==> src/rtl/ir_pkg.sv <==
// Shared defaults and width helpers for the instruction queue.
package ir_pkg;

  localparam int IR_N_DEFAULT     = 10;
  localparam int IR_DEPTH_DEFAULT = 4;

  function automatic int ir_ptr_width(input int depth);
    return $clog2(depth);
  endfunction

  function automatic int ir_count_width(input int depth);
    return $clog2(depth + 1);
  endfunction

endpackage

==> src/rtl/ir_slot.sv <==
// One N-bit queue entry with load enable and synchronous clear.
module ir_slot #(
  parameter int N = 10
) (
  input  logic         Clock,
  input  logic         reset,
  input  logic         load,
  input  logic [N-1:0] d,
  output logic [N-1:0] q
);

  always_ff @(posedge Clock) begin
    if (reset) begin
      q <= '0;
    end else if (load) begin
      q <= d;
    end
  end

endmodule

==> src/rtl/ir_queue.sv <==
// Circular instruction queue presenting the oldest entry on Q.
// Optional flush port is enabled by defining IR_FLUSH_EN.
module ir_queue
  import ir_pkg::*;
#(
  parameter int N     = IR_N_DEFAULT,
  parameter int DEPTH = IR_DEPTH_DEFAULT,
  localparam int PW   = ir_ptr_width(DEPTH),
  localparam int CW   = ir_count_width(DEPTH)
) (
  input  logic          Clock,
  input  logic          reset,
  input  logic [N-1:0]  R,
  input  logic          Rin,
  input  logic          IRdone,
`ifdef IR_FLUSH_EN
  input  logic          flush,
`endif
  output logic [N-1:0]  Q,
  output logic          valid,
  output logic          full,
  output logic [CW-1:0] count,
  output logic          ovf
);

  logic [PW-1:0] wr_ptr;
  logic [PW-1:0] rd_ptr;
  logic [N-1:0]  slot_q [DEPTH];
  logic          push_ok;
  logic          pop_ok;
  logic          flush_now;

`ifdef IR_FLUSH_EN
  assign flush_now = flush;
`else
  assign flush_now = 1'b0;
`endif

  assign valid   = (count != '0);
  assign full    = (count == CW'(DEPTH));
  assign pop_ok  = IRdone && valid;
  // A full queue still accepts a push when the head leaves on the same edge.
  assign push_ok = Rin && (!full || pop_ok);

  for (genvar i = 0; i < DEPTH; i++) begin : g_slot
    ir_slot #(.N(N)) u_slot (
      .Clock (Clock),
      .reset (reset),
      .load  (push_ok && !flush_now && (wr_ptr == PW'(i))),
      .d     (R),
      .q     (slot_q[i])
    );
  end

  assign Q = valid ? slot_q[rd_ptr] : '0;

  always_ff @(posedge Clock) begin
    if (reset) begin
      wr_ptr <= '0;
      rd_ptr <= '0;
      count  <= '0;
      ovf    <= 1'b0;
    end else if (flush_now) begin
      wr_ptr <= '0;
      rd_ptr <= '0;
      count  <= '0;
    end else begin
      if (push_ok) begin
        wr_ptr <= wr_ptr + PW'(1);
      end
      if (pop_ok) begin
        rd_ptr <= rd_ptr + PW'(1);
      end
      if (push_ok && !pop_ok) begin
        count <= count + CW'(1);
      end else if (pop_ok && !push_ok) begin
        count <= count - CW'(1);
      end
      if (Rin && !push_ok) begin
        ovf <= 1'b1;
      end
    end
  end

endmodule

==> config.mk <==
export PLATFORM = sky130hd
export DESIGN_NAME = ir_queue
export DESIGN_NICKNAME = d
export VERILOG_FILES = /design/src/rtl/ir_pkg.sv /design/src/rtl/ir_slot.sv /design/src/rtl/ir_queue.sv
export SDC_FILE = /design/constraint.sdc
export NUM_CORES = 1
export LEC_CHECK = 0
export ABC_CLOCK_PERIOD_IN_PS = 2600
export CORE_MARGIN = 2
export CORE_UTILIZATION = 50
export DETAILED_ROUTE_END_ITERATION = 16
export MAX_ROUTING_LAYER = met4
export PLACE_DENSITY_LB_ADDON = 0.12
export SLEW_MARGIN = 10
export SYNTH_ARGS = -nofsm -noshare
export SYNTH_HDL_FRONTEND = slang
export SYNTH_HIERARCHICAL = 1
export SYNTH_SLANG_ARGS = --single-unit
==> constraint.sdc <==
create_clock -name Clock -period 2.6 [get_ports Clock]
set_input_delay 0.39 -clock Clock [delete_from_list [all_inputs] [get_ports Clock]]
set_output_delay 0.39 -clock Clock [all_outputs]
set_load 0.01 [all_outputs]
== Word-level counts from Yosys, hierarchy flattened ==
Cells that the tools add are included.

* Memories kept: 0
* Word-level logic and storage cells: 40
* Latch bits: 0
* Input port bits: 14
* Output and inout bits: 16
* Bits in read-only memories: 0
* Bits in writable memories: 0
* Register bits: 48

* Multiply operators: 0
* Bitwise operators: 1
* Shifts and indexed selects: 0
* Reduce and logical (&&, ||, !) cells: 16
* Eq/ne operators: 4
* Add/sub/neg operators: 4
* Muxes and demuxes: 6
* Order comparisons: 1
* Div/mod/pow operators: 0

{| class="wikitable"
|+ Operators with widths
! kind !! number
|-
| $mux 10 || 3
|-
| $bmux 10 s2 || 1
|-
| $logic_and 1x1->1 || 9
|-
| $mux 3 || 2
|-
| $add 2x1->2 const B || 2
|-
| $eq 2x2->1 const B || 2
|-
| $add 3x1->3 const B || 1
|-
| $eq 3x3->1 const B || 1
|-
| $ge 3x3->1 const B || 1
|-
| $logic_not 1->1 || 3
|-
| $not 2->3 || 1
|-
| $reduce_bool 3->1 || 1
|-
| $sub 3x1->3 const B || 1
|-
| $eq 2x1->1 const B || 1
|-
| $logic_not 2->1 || 1
|-
| $reduce_bool 2->1 || 1
|-
| $logic_or 1x1->1 || 1
|}

== Depth between registers and ports, before layout ==
* Depth in word-level cells: 8
* Mapped depth: 8
* Depth with buffers taken out: 8

== Modules after synthesis ==
The synthesis kept the hierarchy.

{| class="wikitable"
|+ Modules (own cells, without submodules)
! module !! sequential area each (um2) !! times used !! cells an instance !! area each (um2)
|-
| ir_slot || 200.2 || 4 || 32 || 352.8
|-
| ir_queue || 160.2 || 1 || 73 || 818.3
|}

== Least setup slack after synthesis ==
Ideal clock, no wire load.

* Kind: reg-to-reg
* From: register count[0]
* To: register count[2]
* Period minus slack after synthesis: 2102 ps
* Setup time: 70 ps
* Required time: 2530 ps
* Stages on the path, launching flop included: 9
* Arrival time: 2032 ps
* Slack: 498 ps
* Buffers on the path: 0
* Cells stage by stage: dfxtp_1 > nor3b_4 > a21boi_4 > ha_1 > inv_1 > fa_1 > xor2_1 > or3_1 > a21oi_1

* Word-level cells in the longest chain between the ends: 7
* Elaborated cells on any way between the ends: 15
* Those cells by class: 2 x add/sub; 1 x eq/ne; 2 x mux; 10 x reduce/logical

{| class="wikitable"
|+ RTL lines
! what !! line !! RTL
|-
| start, declared || ir_queue.sv:22 || <nowiki>output logic [CW-1:0] count,</nowiki>
|-
| start signal, assigned || ir_queue.sv:75 || <nowiki>count <= count + CW'(1);</nowiki>
|-
| start signal, assigned || ir_queue.sv:77 || <nowiki>count <= count - CW'(1);</nowiki>
|-
| $eq 3x3->1 * || ir_queue.sv:40 || <nowiki>assign full = (count == CW'(DEPTH));</nowiki>
|-
| via full || ir_queue.sv:21 || <nowiki>output logic full,</nowiki>
|-
| $logic_not 1->1 * || ir_queue.sv:43 || <nowiki>assign push_ok = Rin && (!full || pop_ok);</nowiki>
|-
| $logic_or 1x1->1 * || ir_queue.sv:43 ||
|-
| $logic_and 1x1->1 * || ir_queue.sv:43 ||
|-
| via push_ok || ir_queue.sv:29 || <nowiki>logic push_ok;</nowiki>
|-
| $logic_not 1->1 || ir_queue.sv:76 || <nowiki>end else if (pop_ok && !push_ok) begin</nowiki>
|-
| $logic_and 1x1->1 || ir_queue.sv:76 ||
|-
| $reduce_bool 2->1 (no line) || n/a ||
|}

Mark *: on every way through the listed nets, which the timed path passes. The rest lies on a longest branch. The select of a mux whose other input is x is not followed.
A chain may end at the register's enable or synchronous reset.

== Worst setup path in the final report ==
* From: register rd_ptr[1]
* To: output port Q[6]

* Word-level cells in the longest chain between the ends: 5

{| class="wikitable"
|+ RTL lines
! what !! line !! RTL
|-
| start, declared || ir_queue.sv:27 || <nowiki>logic [PW-1:0] rd_ptr;</nowiki>
|-
| start signal, assigned || ir_queue.sv:72 || <nowiki>rd_ptr <= rd_ptr + PW'(1);</nowiki>
|-
| $not 2->3 (implied by the code) || ir_queue.sv:55 || <nowiki>assign Q = valid ? slot_q[rd_ptr] : '0;</nowiki>
|-
| $bmux 10 s2 || ir_queue.sv:55 ||
|-
| $mux 10 (implied by the code) (2 in a row) || ir_queue.sv:55 ||
|-
| $mux 10 || ir_queue.sv:55 ||
|-
| end, declared || ir_queue.sv:19 || <nowiki>output logic [N-1:0] Q,</nowiki>
|}

No other way between the ends. The select of a mux whose other input is x is not followed.

==> flow_summary.yaml <==
logic_synthesis:
  syn_inst: 201
  synthSimpleGateAreaFrac: 0.150
  ys_warn_count: 6
  avgSynthCellArea_sq_um: 11.1
  synthDistinctLibCells: 28
  yosys_most_used_dff: "dfxtp_1"
  synthMuxAreaShare: 0.300
  synth-xor-area-share: 0.0118
  yosysSeqAreaShare: 0.431
  async_reset_ff_frac: 0
  synthAdderAreaFrac: 0.0370
  synthesis.nets: 221
  ys_ff_latch: 48
  yosys.area.top_type: "dfxtp_1"
  synth_edf_count: 0
  ys_top_cells_by_count: "dfxtp_1 (48), nor2_1 (46), mux2i_1 (42), mux4_2 (8), nor2b_1 (7)"
  ys_top_cells_by_area: "dfxtp_1 (43%), mux2i_1 (19%), mux4_2 (8.1%), nor2_1 (7.7%), ha_1 (2.8%)"
  synth_top_family_by_area: "multiplexers"
  synth_most_common_cell: "dfxtp_1"
  synth_compound_area_frac: 0.0236
  synth_top_area_frac: 0.431
  netlist_area_sq_mm: 0.00223
clock_network:
  cts_hold_buf: 0
  cts.clk_slew.worst_paths_ps: 80
  cts_max_level: 2
  cts.sinks: 48
  clock_latency_ps: 300
  cts-resized-gates: 0
  cts_buffers: 5
  root_buffer: "clkbuf_8"
  post_cts_buffers: 0
  cts_tree: "yes"
  clk_path_buf_depth: 2
global_route:
  grt_usage: 0.202
  grt_antenna_before_repair: 0
  grt_pass1_vias: 1623
  grt_first_pass_wirelength_um: 7650
  gr-total-overflow: 0
  grt_max_degree: 29
drt:
  met3_length_um: 164
  wirelength_um: 4460
  dr.first_iter.drc_count: 90
  antenna_left: 0
  first_pass_iters: 4
  avgViaCountPerCell: 5.35
  met1_length_um: 1940
  wl_per_cell_um: 15.5
  top_layer_used: "met4"
  wl_met2_um: 2320
  vias: 1541
  drc_errors: 0
timing:
  finalMaxSlewViolations: 0
  final-hold-violation-count: 0
  fmax_mhz: 412
  rsz0062_at_grt: "no"
  whs_ps: 484
  finalSetupTns_ps: 0
  fin_crit_sh: 0.935
  finClkSkew_ps: 4.67
  worstMarginPinSlew_ps: 604
  layout_min_cycle_time_ps: 2430
  setup_violations: 0
  slew_headroom: 0.597
  timing.final.ws_setup_ps: 170
pwr:
  intPower_mw: 1.57
  switching_share: 0.311
  p_sw_mw: 0.709
  power_frac_seq: 0.394
  power.leakage_nw: 1.02
  clock_power_share: 0.253
  cellPowerDensity_mw_per_mm2: 843
  p_comb_frac: 0.352
  ir_worst_vdd_mv: 0.708
placed_design:
  dp_hpwl_um: 3090
  gp_congestion: 0.720
  placed_area_sq_mm: 0.00258
  numPortBuffers: 29
  pre_cts_slack_ps: 134
layout:
  fillers: 377
  diodes: 0
  layout.nets: 255
  drive_above_1_share: 0.144
  syn2layout_area_growth_pct: 21.4
  fin_area_sq_mm: 0.00271
floorplanning:
  die_h_um: 70.8
  die-area_sq_mm: 0.00501
  rows: 24
  start_util: 0.516
  die_w_um: 70.8
  coreArea_sq_mm: 0.00432
  io-pin-count: 30
worst_setup_path:
  cp_max_fo: 12
  worst_setup_path_end_kind: "output pin"
  crit_path_start_kind: "register"
  required_ps: 2210
  worst_r2r_path_depth: 7
  crit_type: "reg2out"
  arrival_ps: 2040
min_path:
  hold_depth: 2
  hold_class: "reg2reg"
outcome:
  run_status: "completed"
run:
  drv_cap: 0
[cell usage in the layout (no fill, tap or decap)]
master / n
a21boi_4: 1
a21oi_1: 2
a31oi_1: 1
and2_1: 4
buf_4: 10
bufinv_16: 1
clkbuf_8: 7
clkdlybuf4s50_1: 29
dfxtp_1: 48
fa_1: 1
ha_1: 5
inv_1: 4
inv_2: 1
mux2_4: 1
mux2i_1: 42
mux4_1: 2
mux4_2: 8
nand2_1: 1
nand2b_1: 2
nor2_1: 46
nor2b_1: 7
nor2b_4: 3
nor3_2: 1
nor3b_4: 1
o21ai_0: 2
o31ai_1: 1
or3_1: 2
xor2_1: 3
[flip-flops by register name (all words and copies together) (netlist names)]
name	flops
g_slot.u_slot/q	40
count	3
rd_ptr	2
wr_ptr	2
ovf	1
[cell type report]
cell class | instances | area (sq um) | share of cell area
Multi-Input combinational cell | 136 | 1170 | 0.432
Sequential cell | 48 | 961 | 0.355
Timing Repair Buffer | 39 | 365 | 0.135
Clock buffer | 7 | 96.3 | 0.0356
Tap cell | 52 | 65.1 | 0.0240
Clock inverter | 1 | 30.0 | 0.0111
Inverter | 5 | 18.8 | 0.00693
[routing by layer]
metal	track usage	vias up
li1	-	754
met1	0.238	750
met2	0.359	33
met3	0.0385	4
met4	0.0440	0
met5	-	-
[stage by stage]
stage	util	power, mW	std cells
floorplan	-	1.42	201
global placement	0.597	1.71	280
detailed placement	0.597	1.73	280
CTS	0.626	2.32	288
global route	0.626	2.41	288
finish	0.626	2.28	288
[worst paths after layout]
check | start | endpoint | slack, ps
worst max-delay path | rd_ptr[1] | Q[6] | 170
worst min-delay path | ovf | ovf | 480
worst max register to register | count[0] | count[2] | 430
worst min register to register | ovf | ovf | 480
[logic make-up (layout without fill, tap and decap cells)]
kind of cell,after synthesis,after routing
AO/OA/AOI/OAI,7,7
XOR/XNOR,3,3
adder cells (fa/ha/maj),6,6
buffers and inverters,17,52
flip-flops,48,48
multiplexers,53,53
AND/OR/NAND/NOR,67,67
[power by group through the flow]
stage | sequential (mW) | combinational, mW | clock [mW]
2_1_floorplan | 0.900 | 0.525 | 0
3_3_place_gp | 0.909 | 0.798 | 0
3_5_place_dp | 0.917 | 0.813 | 0
4_1_cts | 0.901 | 0.818 | 0.596
5_1_grt | 0.914 | 0.878 | 0.621
6_report | 0.900 | 0.804 | 0.578
[worst max-delay path, cell delays in order, from the launching register on]
cell and delay [ps]:
dfxtp_1 710, mux4_2 310, nor2b_1 160, clkdlybuf4s50_1 560
Power figures use the tool's default switching activity.
